===== config.mk =====
export PLATFORM = sky130hd
export DESIGN_NAME = rect_painter
export DESIGN_NICKNAME = d
export VERILOG_FILES = /design/src/rtl/rect_painter.sv
export SDC_FILE = /design/constraint.sdc
export NUM_CORES = 1
export LEC_CHECK = 0
export BUFFER_PORTS_ARGS = -buffer_cell sky130_fd_sc_hd__buf_2
export CAP_MARGIN = 20
export CORE_MARGIN = 8
export CORE_UTILIZATION = 57
export CTS_CLUSTER_SIZE = 24
export DETAILED_ROUTE_END_ITERATION = 6
export PLACE_DENSITY = 0.78
export SLEW_MARGIN = 20
export SYNTH_ARGS = -nofsm -noshare
export SYNTH_HDL_FRONTEND = slang
export SYNTH_SLANG_ARGS = --single-unit

===== constraint.sdc =====
create_clock -name clk -period 3.4 [get_ports clk]
set_input_delay 0.51 -clock clk [delete_from_list [all_inputs] [get_ports clk]]
set_output_delay 0.51 -clock clk [all_outputs]
set_load 0.03 [all_outputs]

===== src/rtl/rect_painter.sv =====
// rtl/rect_painter.sv - draws one red and one blue pseudo-random rectangle on white, committing new geometry only at frame boundaries
//
// Ports:
//   clk, rst        pixel clock, synchronous active-high reset
//   sec             one-cycle pulse per second; requests new geometry
//   frame_start     one-cycle pulse ahead of each frame; commit point
//   hcnt, vcnt      current pixel column / line
//   video_on        high while (hcnt, vcnt) is visible
//   red/green/blue  registered 2-bit colour levels (1 cycle after hcnt/vcnt/video_on)
//   busy            high while new geometry is pending (GEN or WAIT)
module rect_painter #(
  parameter logic [15:0] LFSR_SEED = 16'hACE1,
  parameter int          MIN_SIZE  = 32,
  parameter int          V_ACTIVE  = 480
) (
  input  logic       clk,
  input  logic       rst,
  input  logic       sec,
  input  logic       frame_start,
  input  logic [9:0] hcnt,
  input  logic [9:0] vcnt,
  input  logic       video_on,
  output logic [1:0] red,
  output logic [1:0] green,
  output logic [1:0] blue,
  output logic       busy
);

  typedef enum logic [1:0] {S_IDLE, S_GEN, S_WAIT} state_t;

  state_t      state, state_n;
  logic [2:0]  idx, idx_n;
  logic        gen, commit;
  logic [15:0] lfsr;

  // Geometry slots, in order: x0_r, y0_r, w_r, h_r, x0_b, y0_b, w_b, h_b.
  logic [8:0]  shadow [8];
  logic [8:0]  act    [8];

  logic [8:0]  l9, y_fold, size, sample;
  logic        in_r, in_b;

  always_ff @(posedge clk) begin
    if (rst) begin
      state <= S_IDLE;
      idx   <= 3'd0;
    end else begin
      state <= state_n;
      idx   <= idx_n;
    end
  end

  always_comb begin
    state_n = state;
    idx_n   = idx;
    gen     = 1'b0;
    commit  = 1'b0;
    case (state)
      S_IDLE: begin
        // frame_start in this cycle is deliberately ignored: nothing is pending yet.
        if (sec) begin
          state_n = S_GEN;
          idx_n   = 3'd0;
        end
      end
      S_GEN: begin
        gen   = 1'b1;
        idx_n = idx + 3'd1;
        if (idx == 3'd7) state_n = S_WAIT;
      end
      S_WAIT: begin
        if (frame_start) begin
          commit  = 1'b1;
          state_n = S_IDLE;
        end
      end
      default: state_n = S_IDLE;
    endcase
  end

  assign busy = (state != S_IDLE);

  // Sample shaping from the current LFSR value. y0 values that would leave
  // less than MIN_SIZE lines below them are folded up by 256 lines.
  always_comb begin
    l9     = lfsr[8:0];
    y_fold = (l9 < 9'(V_ACTIVE - MIN_SIZE)) ? l9 : (l9 - 9'd256);
    size   = 9'(MIN_SIZE) + {2'b00, lfsr[6:0]};
    case (idx[1:0])
      2'd0:    sample = l9;
      2'd1:    sample = y_fold;
      default: sample = size;
    endcase
  end

  always_ff @(posedge clk) begin
    if (rst) begin
      lfsr <= LFSR_SEED;
      for (int i = 0; i < 8; i++) begin
        shadow[i] <= 9'd0;
        act[i]    <= 9'd0;
      end
    end else begin
      lfsr <= (lfsr >> 1) ^ (lfsr[0] ? 16'hB400 : 16'h0000);
      if (gen) shadow[idx] <= sample;
      if (commit) begin
        for (int i = 0; i < 8; i++) act[i] <= shadow[i];
      end
    end
  end

  // Bounds are widened to 11 bits so x0+w / y0+h never wrap back onto the screen.
  function automatic logic contains(input logic [9:0] hc, input logic [9:0] vc,
                                    input logic [8:0] x0, input logic [8:0] y0,
                                    input logic [8:0] w,  input logic [8:0] h);
    logic [10:0] hx, vy, xl, yl, xr, yr;
    hx = {1'b0, hc};
    vy = {1'b0, vc};
    xl = {2'b00, x0};
    yl = {2'b00, y0};
    xr = xl + {2'b00, w};
    yr = yl + {2'b00, h};
    return (hx >= xl) && (hx < xr) && (vy >= yl) && (vy < yr);
  endfunction

  assign in_r = contains(hcnt, vcnt, act[0], act[1], act[2], act[3]);
  assign in_b = contains(hcnt, vcnt, act[4], act[5], act[6], act[7]);

  always_ff @(posedge clk) begin
    if (rst || !video_on) begin
      red   <= 2'd0;
      green <= 2'd0;
      blue  <= 2'd0;
    end else if (in_b) begin
      red   <= 2'd0;
      green <= 2'd0;
      blue  <= 2'd3;
    end else if (in_r) begin
      red   <= 2'd3;
      green <= 2'd0;
      blue  <= 2'd0;
    end else begin
      red   <= 2'd3;
      green <= 2'd3;
      blue  <= 2'd3;
    end
  end

endmodule


Word-level counts from Yosys, hierarchy flattened
Memories as Yosys holds them, arrays and structs flattened.
Index checks and enable logic that the tools add are counted.
W data, S select, Z words.

storage, ports and cells
  output and inout bits = 7
  RAM bits = 144
  flip-flop bits (word level) = 27
  memories kept = 2
  logic and storage cells = 90

cells by class
  bitwise operators = 9
  equality and inequality tests = 7
  $lt $le $gt $ge = 9
  add/subtract/negate cells = 7
  multiplexer cells = 34
  reduce and logical (&&, ||, !) cells = 16

memories
  memory  words  bits a word  read ports  clocked after memory_dff  write ports  line  text
  act     8      9            8           0                         8            38    logic [8:0] act [8];
  shadow  8      9            8           0                         8            37    logic [8:0] shadow [8];

operators with widths
  operator               count
  $mux W9                10
  $add A9 B9 Y10         4
  $ge A10 B9 Y1          4
  $lt A10 B10 Y1         4
  $pmux W9 S2            1
  $mux W16               1
  $xor A15 B16 Y16       1
  $mux W1                12
  $mux W2                6
  $lt A9 B9 Y1 const B   1
  $reduce_or A9 Y1       1
  $sub A9 B9 Y9 const B  1
  $add A6 B7 Y8 const A  1
  $or A1 B1 Y1           8
  $logic_and A1 B1 Y1    6
  $mux W3                2
  $ne A2 B2 Y1 const B   3
  $pmux W2 S3            1
  $pmux W3 S2            1
  $eq A2 B1 Y1 const B   2
  $logic_not A2 Y1       2
  $reduce_bool A2 Y1     2
  $add A3 B1 Y3 const B  1
  $eq A3 B3 Y1 const B   1
  6 further kinds        6

Depth between registers and ports, before layout
Gate-level depths: netlist of the first run.
An unclocked memory read counts as a cell.

  depth in word-level cells = 8
  depth in mapped cells = 16
  mapped depth without buffers = 16

Least setup slack after synthesis of the first run
No wires, ideal clock.

  path type = reg-to-reg
  start point = memory act[5][1] (netlist: act[1][10])
  end point = register blue[0]
  clock period less this slack = 3.275 ns
  buffers on the path = 0
  path slack = 0.125 ns
  arrival = 3.205 ns
  stages on the path, launching flop included = 15
  setup time = 0.070 ns
  path through = edfxtp_1 ha_1 a21o_1 a21oi_1 nand2b_1 a21oi_1 o211ai_1 xor2_1 ha_1 a21o_1 a21o_1 a2111oi_4 o31ai_1 or4_1 a21oi_1

RTL lines
  item                  line  text
  start, declared       38
  end signal, assigned  133   blue <= 2'd0;
  end signal, assigned  137   blue <= 2'd3;
  end signal, assigned  141   blue <= 2'd0;
  end, declared         25    output logic [1:0] blue,

==> results of run 1 <==
==> critical path: cells and delay by family, from the launching register on <==
family	cells	cell delay (ns)
DFF	1	0.37
and+or+nand+nor	2	0.65
buffers and inverters	1	0.06
adders and majority gates	3	0.88
AOI/OAI and AO/OA	8	1.30
xor gates and xnor gates	1	0.13
==> layer usage <==
| layer | track usage (%) | part of all wire, % | wire, um | vias to the layer above |
|---|---|---|---|---|
| li1 | - | - | - | 2893 |
| met1 | 22.72 | 45 | 8255 | 2827 |
| met2 | 31.06 | 49 | 9029 | 145 |
| met3 | 3.272 | 3.6 | 671 | 45 |
| met4 | 9.564 | 3.2 | 590 | 0 |
| met5 | 0 | 0 | 0 | - |
==> cells by family after synthesis <==
kind of cell	share of synthesized area, %
AO/OA/AOI/OAI	8.226
flip-flops	52.47
multiplexers	0.2186
buffers and inverters	3.157
adder cells (fa/ha/maj)	16.32
AND/OR/NAND/NOR	16.84
XOR/XNOR	2.774
==> power by group through the flow <==
stage	sequential [mW]	clock [mW]	combinational, mW
2_1_floorplan	2.40	0	0.391
3_3_place_gp	2.41	0	0.512
3_5_place_dp	2.41	0	0.544
4_1_cts	2.37	1.88	0.570
5_1_grt	2.38	1.97	0.677
6_report	2.37	1.86	0.607
==> timing repair <==
action | in CTS | in global routing
setup buffers | 5 | 3
hold buffers | 0 | 0
pin swaps | 22 | 19
resized for setup | 22 | 25
setup endpoints to repair | 3 | 3
hold endpoints to repair | 0 | 0
==> synthesized netlist by cell type (all sizes together) (2+ instances only) <==
master | count | area, um^2
a2111oi | 2 | 36.29
a211o | 2 | 17.52
a211oi | 6 | 45.04
a21boi | 4 | 30.03
a21o | 15 | 112.6
a21oi | 36 | 180.2
a221oi | 2 | 17.52
a22oi | 2 | 15.01
a31oi | 5 | 31.28
and2 | 64 | 400.4
and3 | 32 | 200.2
buf | 3 | 22.52
clkbuf | 17 | 63.81
dfxtp | 24 | 480.5
edfxtp | 144 | 4324
fa | 4 | 80.08
ha | 113 | 1414
inv | 54 | 202.7
mux2i | 2 | 20.02
nand2 | 17 | 63.81
nand2b | 28 | 175.2
nand3 | 6 | 30.03
nand4 | 6 | 37.54
nor2 | 56 | 217.7
nor2b | 34 | 212.7
nor3 | 9 | 55.05
nor4 | 4 | 25.02
o211ai | 3 | 22.52
o21a | 5 | 37.54
o21ai | 24 | 120.1
o31ai | 2 | 15.01
or2 | 9 | 56.30
or3 | 6 | 37.54
or4 | 2 | 15.01
xnor2 | 14 | 122.6
xor2 | 15 | 131.4
==> through the flow <==
step,TNS [ns],cells,utilization [%]
floorplan,0,781,-
global route,-0.3910,1059,65.99
detailed placement,-0.2311,1019,60.85
global placement,-0.03115,1019,60.85
finish,-0.06948,1059,65.99
CTS,-0.01041,1056,65.11
==> final cells by class <==
class / count / share of cell area (%)
Clock buffer: 20 / 4.196
Clock inverter: 12 / 1.274
Inverter: 54 / 1.948
Tap cell: 216 / 2.597
Sequential cell: 168 / 46.17
Timing Repair Buffer: 50 / 2.982
Multi-Input combinational cell: 539 / 40.83
==> worst max-delay path by stage <==
stage / endpoint / depth (start not counted) / slack [ns]
2_1_floorplan: blue[0] / 14 / 0.12
3_3_place_gp: blue[0] / 14 / -0.03
5_1_grt: blue[0] / 16 / -0.23
6_report: blue[0] / 15 / -0.07
3_5_place_dp: blue[0] / 15 / -0.14
4_1_cts: blue[0] / 15 / -0.01
==> state kept, by name, summed over array words and instances, names as in the netlist <==
name    count
red         1
lfsr       16
state       2
idx         3
green       1
shadow     72
act        72
blue        1
==> results.toml, run 1 <==
[floorplanning]
die_x_um = 142.7
start_util_pct = 58.06
num_rows = 46
die_area_mm2 = 0.02037
fp.dieH_um = 142.7
core_area_mm2 = 0.01577
io_pins = 32

[sta]
worst_pin_slew_ns = 0.8604
fmax_mhz = 288.2
rsz0062_at_grt = "true"
period_share_pct = 102.0
hold_violations = 0
period_needed_ns = 3.469
slew_headroom_pct = 41.00
hold_ws_ns = 0.4312
drv_slew = 0
setup_violations = 1
fin_worst_skew_ns = 0.007178
fin_ws_ns = -0.06948

[layout]
register_area_mm2 = 0.004805
multi_input_area_mm2 = 0.004249
drive_above_1_share_pct = 15.18
final_cell_mix = "edfxtp_1, ha_1, and2_1"
diodes = 0
syn_to_final_growth_pct = 13.65
nets = 972
final_common_cell = "edfxtp_1"
stdcell_area_mm2 = 0.01041
nFillCells = 1116

[synth]
yosys_warnings = 0
netlist_instances = 781
ys_seq_elements = 168
syn_area_mm2 = 0.009156
synthFlopType = "edfxtp_1"
async_reset_ff_share_pct = 0
synth-seq-area-share_pct = 52.47
syn_area_per_cell_um2 = 11.72
synth.net_count = 923
synth.distinct_cells = 52
synth_edf_count = 144

[routing]
vias = 5910
via_per_inst = 5.581
firstDrtPassIters = 5
drtIter0Drc = 434
postRouteAntennaNets = 0
routedWlPerCell_um = 17.51
drc = 0
route.final.wire_length_mm = 18.55

[critical_path]
end_kind = "register"
worstSetupPathType = "reg2reg"
r2r_slack_ns = -0.07
path_cells = "ha_2 > inv_1 > fa_2 > nor2b_4 > o21ai_2 > a21oi_2 > o21ai_2 > a21oi_2 > xnor2_1 > ha_1 > a21o_1 > a2111oi_4 > o31ai_2 > or4_1 > a21oi_2"
critPathLaunch = "act[1][27]"
path_max_fanout = 2
worst_path_most_repeated_cell = "a21oi_2"
crit_required_ns = 3.75
rr_worst_depth = 15
slowest_delay_ns = 0.50
crit_path_start_kind = "register"
critPathArrivalTime_ns = 3.82
r2r_start = "act[1][27]"
timing.rr.end = "blue[0]"
crit_path_top_delay_cell = "or4_1"

[cts]
cts_sinks = 168
cts_root_buffer = "clkbuf_16"
cts_buffers = 17
htreeDepth = 4
cts_tree = "built"
insertion_delay_ns = 0.42
cts.path.max_buffers = 2
clk_pin_slew_ns = 0.06

[power_and_ir_drop]
power.leakage_nw = 4.447
vdd_drop_max_uv = 337.7
p_switching_mw = 1.120
p_int_mw = 3.715
clkPwrFrac_pct = 38.4
sw_frac_of_total_pct = 23.17
p_per_area_mw_per_mm2 = 464.7
seqPwrFrac_pct = 49.0
combPwrFrac_pct = 12.5
finalPower_mw = 4.835

[global_routing]
grt_pass1_vias = 6099
grt_pass1_wl_mm = 29.25
grt_antenna_before_repair = 0
grt_start_max_net_pins = 73
grt_overflow = 0
grtUsageTotal_pct = 18.59

[worst_hold_path]
min_path_type = "in2reg"
holdPathStages = 4
min_from = "frame_start"
min_to = "state[1]"

[placement]
io_buffers = 31
dpl_cell_area_mm2 = 0.009595
gp_congestion = 0.8048
dpl_worst_slack_ns = -0.1444
hpwl_mm = 13.51

[run]
max_cap_viol_count = 0

[outcome]
violations = "setup timing"
outcome = "finished, violations left"
No activity file was read; power rests on OpenSTA's default activity.
==> run 2: changes to the inputs <==
- CORE_UTILIZATION: 57 -> 50
- PLACE_DENSITY: 0.78 -> 0.7
==> run 2 against run 1 <==
The run now ends clean. Sequential cell count is the same. Final cell count grew 1.2%. Final area shrank 0.91%. Die area grew 12%. Via count shrank 0.41%. Sequential power is essentially flat. Worst setup slack gained 0.12 ns. Sequential share of layout area grew 0.43 points. Critical path type unchanged. Largest power group unchanged. Highest routed layer unchanged.
==> results.toml, run 2 (synthesis results as in run 1) <==
[outcome]
outcome = "complete, no violations"

[power_and_ir_drop]
seqPwrFrac_pct = 49.0
sw_frac_of_total_pct = 24.53
combPwrFrac_pct = 12.0
clkPwrFrac_pct = 39.0
p_switching_mw = 1.186
p_per_area_mw_per_mm2 = 468.9
power.leakage_nw = 4.416
vdd_drop_max_uv = 373.1
p_int_mw = 3.649
finalPower_mw = 4.835

[placement]
dpl_cell_area_mm2 = 0.009634
hpwl_mm = 14.04
dpl_worst_slack_ns = -0.1060
gp_congestion = 0.8161
io_buffers = 31

[global_routing]
grt_antenna_before_repair = 0
grtUsageTotal_pct = 17.02
grt_pass1_vias = 6146
grt_overflow = 0
grt_pass1_wl_mm = 30.05
grt_start_max_net_pins = 73

[sta]
slew_headroom_pct = 33.82
period_needed_ns = 3.353
fin_ws_ns = 0.04747
period_share_pct = 98.60
hold_violations = 0
drv_slew = 0
rsz0062_at_grt = "true"
worst_pin_slew_ns = 0.9650
fmax_mhz = 298.3
fin_worst_skew_ns = 0.02312
setup_violations = 0

[critical_path]
crit_required_ns = 3.75
critPathArrivalTime_ns = 3.70
worstSetupPathType = "reg2reg"
crit_path_start_kind = "register"
path_max_fanout = 2
end_kind = "register"

[routing]
postRouteAntennaNets = 0
via_per_inst = 5.491
drc = 0
vias = 5886
route.final.wire_length_mm = 18.54
firstDrtPassIters = 5
drtIter0Drc = 375
routedWlPerCell_um = 17.29

[layout]
diodes = 0
stdcell_area_mm2 = 0.01031
final_cell_mix = "edfxtp_1, ha_1, and2_1"
nets = 972
reg_top3 = "act x72, shadow x72, lfsr x16"
utilization_pct = 57.40
drive_above_1_share_pct = 13.05
syn_to_final_growth_pct = 12.61
multi_input_area_mm2 = 0.004131
final_common_cell = "edfxtp_1"
nFillCells = 1468
register_area_mm2 = 0.004805

[cts]
cts_root_buffer = "clkbuf_16"
cts_sinks = 168
cts_buffers = 17
insertion_delay_ns = 0.43
htreeDepth = 4
cts.path.max_buffers = 2
clk_pin_slew_ns = 0.07
cts_tree = "built"

[floorplanning]
io_pins = 32
core_area_mm2 = 0.01796
start_util_pct = 50.97
num_rows = 49
die_x_um = 151.3
fp.dieH_um = 151.3
die_area_mm2 = 0.02290

[worst_hold_path]
min_path_type = "reg2reg"

[run]
max_cap_viol_count = 0
[run 2: metrics by stage]
| step | setup TNS, ns | cells | hold slack (ns) |
|---|---|---|---|
| after floorplan | 0 | 781 | 0.3895 |
| after detailed placement | -0.1740 | 1035 | 0.4178 |
| after CTS | 0 | 1069 | 0.4049 |
| final | 0 | 1072 | 0.4279 |
| after global placement | -0.04365 | 1035 | 0.4011 |
| after global routing | -0.3549 | 1072 | 0.4606 |
[run 2: cell type report]
class	instances	area share [%]
clock buffer	17	4.126
clock inverter	15	1.456
inverter	54	1.966
multi-input combinational	539	40.07
sequential	168	46.60
tap	229	2.779
timing repair buffer	50	3.009
[run 2: routing by layer]
| layer | wire (um) | part of all wire [%] | up-vias | GRT usage, % |
|---|---|---|---|---|
| li1 | - | - | 2899 | - |
| met1 | 8710 | 47 | 2849 | 21.88 |
| met2 | 8764 | 47 | 111 | 27.60 |
| met3 | 687 | 3.7 | 27 | 3.645 |
| met4 | 376 | 2.0 | 0 | 6.630 |
| met5 | 0 | 0 | - | 0 |
[run 2: critical path, cell delays in order, from the launching register on]
cell and delay, ns:
edfxtp_1 0.40, ha_1 0.30, a21o_1 0.17, a21oi_2 0.15
nand2b_1 0.13, a21boi_1 0.09, o41ai_1 0.33, buf_4 0.18
xor2_1 0.14, ha_1 0.26, nand4_1 0.11, o21ai_2 0.08
a2111oi_4 0.20, o31ai_2 0.12, or4_1 0.47, a21oi_1 0.13
[run 2: power groups by stage]
stage	Clock, mW	Sequential [mW]	Combinational [mW]
2_1_floorplan	0	2.40	0.391
3_3_place_gp	0	2.41	0.522
3_5_place_dp	0	2.41	0.557
4_1_cts	1.92	2.37	0.572
5_1_grt	2.00	2.38	0.651
6_report	1.88	2.37	0.581
[run 2: worst paths after layout]
check | from | cells after the start | to | slack, ns
worst min-delay path | lfsr[12] | 1 | lfsr[11] | 0.43
worst max-delay path | act[1][1] | 15 | blue[0] | 0.05
worst min register to register | lfsr[12] | 1 | lfsr[11] | 0.43
worst max register to register | act[1][1] | 15 | blue[0] | 0.05
[run 2: timing repair]
| action | CTS | global route |
|---|---|---|
| hold buffers | 0 | 0 |
| buffers inserted | 2 | 3 |
| gates resized for setup | 12 | 9 |
| endpoints found under the setup margin | 3 | 3 |
| pin swaps | 19 | 12 |
==> run 3: changes to the inputs <==
- CELL_PAD_IN_SITES_DETAIL_PLACEMENT: default -> 0
- CELL_PAD_IN_SITES_GLOBAL_PLACEMENT: default -> 1
- CORE_UTILIZATION: 50 -> 46
- PLACE_DENSITY: 0.7 -> 0.77
==> run 3 against run 2 <==
The run now ends with setup timing left. Wire length shrank 1.9%. Count of clock-buffer cells in the layout is the same. Sequential cell count is the same. Die area grew 7.8%. Via count shrank 2.5%.
==> results.toml, run 3 (synthesis results as in run 1) <==
[placement]
hpwl_mm = 13.90
gp_congestion = 0.7885
dp_cells = 1073
io_buffers = 31

[routing]
drc = 0
postRouteAntennaNets = 0
route.final.wire_length_mm = 18.18
via_per_inst = 5.174
drtIter0Drc = 349
firstDrtPassIters = 4
vias = 5738
routedWlPerCell_um = 16.40

[power_and_ir_drop]
p_per_area_mw_per_mm2 = 477.2
finalPower_mw = 5.010
power.leakage_nw = 4.477
vdd_drop_max_uv = 430.7

[floorplanning]
io_pins = 32
fp.dieH_um = 157.1
die_x_um = 157.1
start_util_pct = 46.89
die_area_mm2 = 0.02468
num_rows = 51
core_area_mm2 = 0.01953

[cts]
cts_tree = "built"
clk_pin_slew_ns = 0.07
cts_buffers = 17
cts_hold_buf = 0
cts_root_buffer = "clkbuf_16"
htreeDepth = 4
cts.path.max_buffers = 2
insertion_delay_ns = 0.43
cts_sinks = 168

[critical_path]
timing.rr.end = "blue[0]"
r2r_slack_ns = -0.04
crit_required_ns = 3.76
critPathArrivalTime_ns = 3.81
r2r_start = "act[1][28]"
rr_worst_depth = 14
worstSetupPathType = "reg2reg"
crit_path_start_kind = "register"
critPathCapture = "blue[0]"
critPathLaunch = "act[1][28]"
end_kind = "register"
path_max_fanout = 2

[layout]
syn_to_final_growth_pct = 14.66
final_common_cell = "edfxtp_1"
instances_no_fill = 1109
diodes = 0
final_cell_mix = "edfxtp_1, ha_1, and2_1"
nets = 973
drive_above_1_share_pct = 14.93
reg_top3 = "act x72, shadow x72, lfsr x16"

[sta]
drv_slew = 0
setup_tns_ns = -0.04442
rsz0062_at_grt = "true"
hold_violations = 0
fin_worst_skew_ns = 0.009164
period_needed_ns = 3.444
fin_ws_ns = -0.04442
slew_headroom_pct = 35.52
fmax_mhz = 290.3
hold_ws_ns = 0.4166
setup_violations = 1
worst_pin_slew_ns = 0.9603
period_share_pct = 101.3

[outcome]
violations = "setup timing"
outcome = "finished, violations left"

[global_routing]
grt_overflow = 0
grt_pass1_wl_mm = 29.22
grt_antenna_before_repair = 0
grt_pass1_vias = 5713
grt_start_max_net_pins = 73
grtUsageTotal_pct = 15.20

[worst_hold_path]
min_path_type = "reg2reg"

[run]
max_cap_viol_count = 0
run 3: how the worst min path moves through the flow:
stage,start,to,cells past startpoint
finish,lfsr[12],lfsr[11],1
global placement,lfsr[12],lfsr[11],1
floorplan,lfsr[12],lfsr[11],1
detailed placement,lfsr[12],lfsr[11],1
CTS,frame_start,state[1],4
global route,lfsr[12],lfsr[11],1
run 3: stage by stage:
stage               util [%]  worst slack, ns  instance area, um^2
finish                 53.77         -0.04442                10500
global route           53.77          -0.2210                10500
CTS                    53.05         -0.04088                10360
detailed placement     49.65         -0.07656                 9694
global placement       49.65         -0.05616                 9694
floorplan                  -           0.1249                 9156
run 3: layer usage:
metal	GRT usage, %	vias up	share of wire (%)	routed length [um]
met5	0	-	0	0
met4	5.440	0	1.8	324
met3	2.577	24	3.3	607
met2	24.83	82	47	8530
met1	20.04	2737	48	8721
li1	-	2895	-	-
run 3: report_power, final:
part	leakage, nW	switching, mW	internal (mW)
Clock	0.312	0.815	1.25
Sequential	1.69	0.0473	2.32
Combinational	2.48	0.333	0.246
run 3: what timing repair did:
item,CTS,global route
buffers inserted,0,4
pin swaps,5,25
gates resized for setup,7,29
setup endpoints to repair,3,3
run 3: final cells by class:
type                            count  area (um^2)
Clock buffer                       17        425.4
Multi-Input combinational cell    539         4205
Sequential cell                   168         4805
Fill cell                        1697         9027
Timing Repair Buffer               51        317.8
Clock inverter                     15        211.5
Inverter                           54        202.7
Tap cell                          265        331.6
run 3: worst max-delay path, cell delays in order, from the launching register on:
cell	delay, ns
edfxtp_1	0.42
ha_1	0.31
a21o_1	0.19
a21oi_2	0.14
nand2b_4	0.16
a21oi_4	0.05
o211ai_1	0.24
xor2_1	0.19
ha_1	0.26
a21o_1	0.17
a21o_1	0.18
a2111oi_4	0.30
o31ai_2	0.13
or4_4	0.52
a21oi_2	0.12
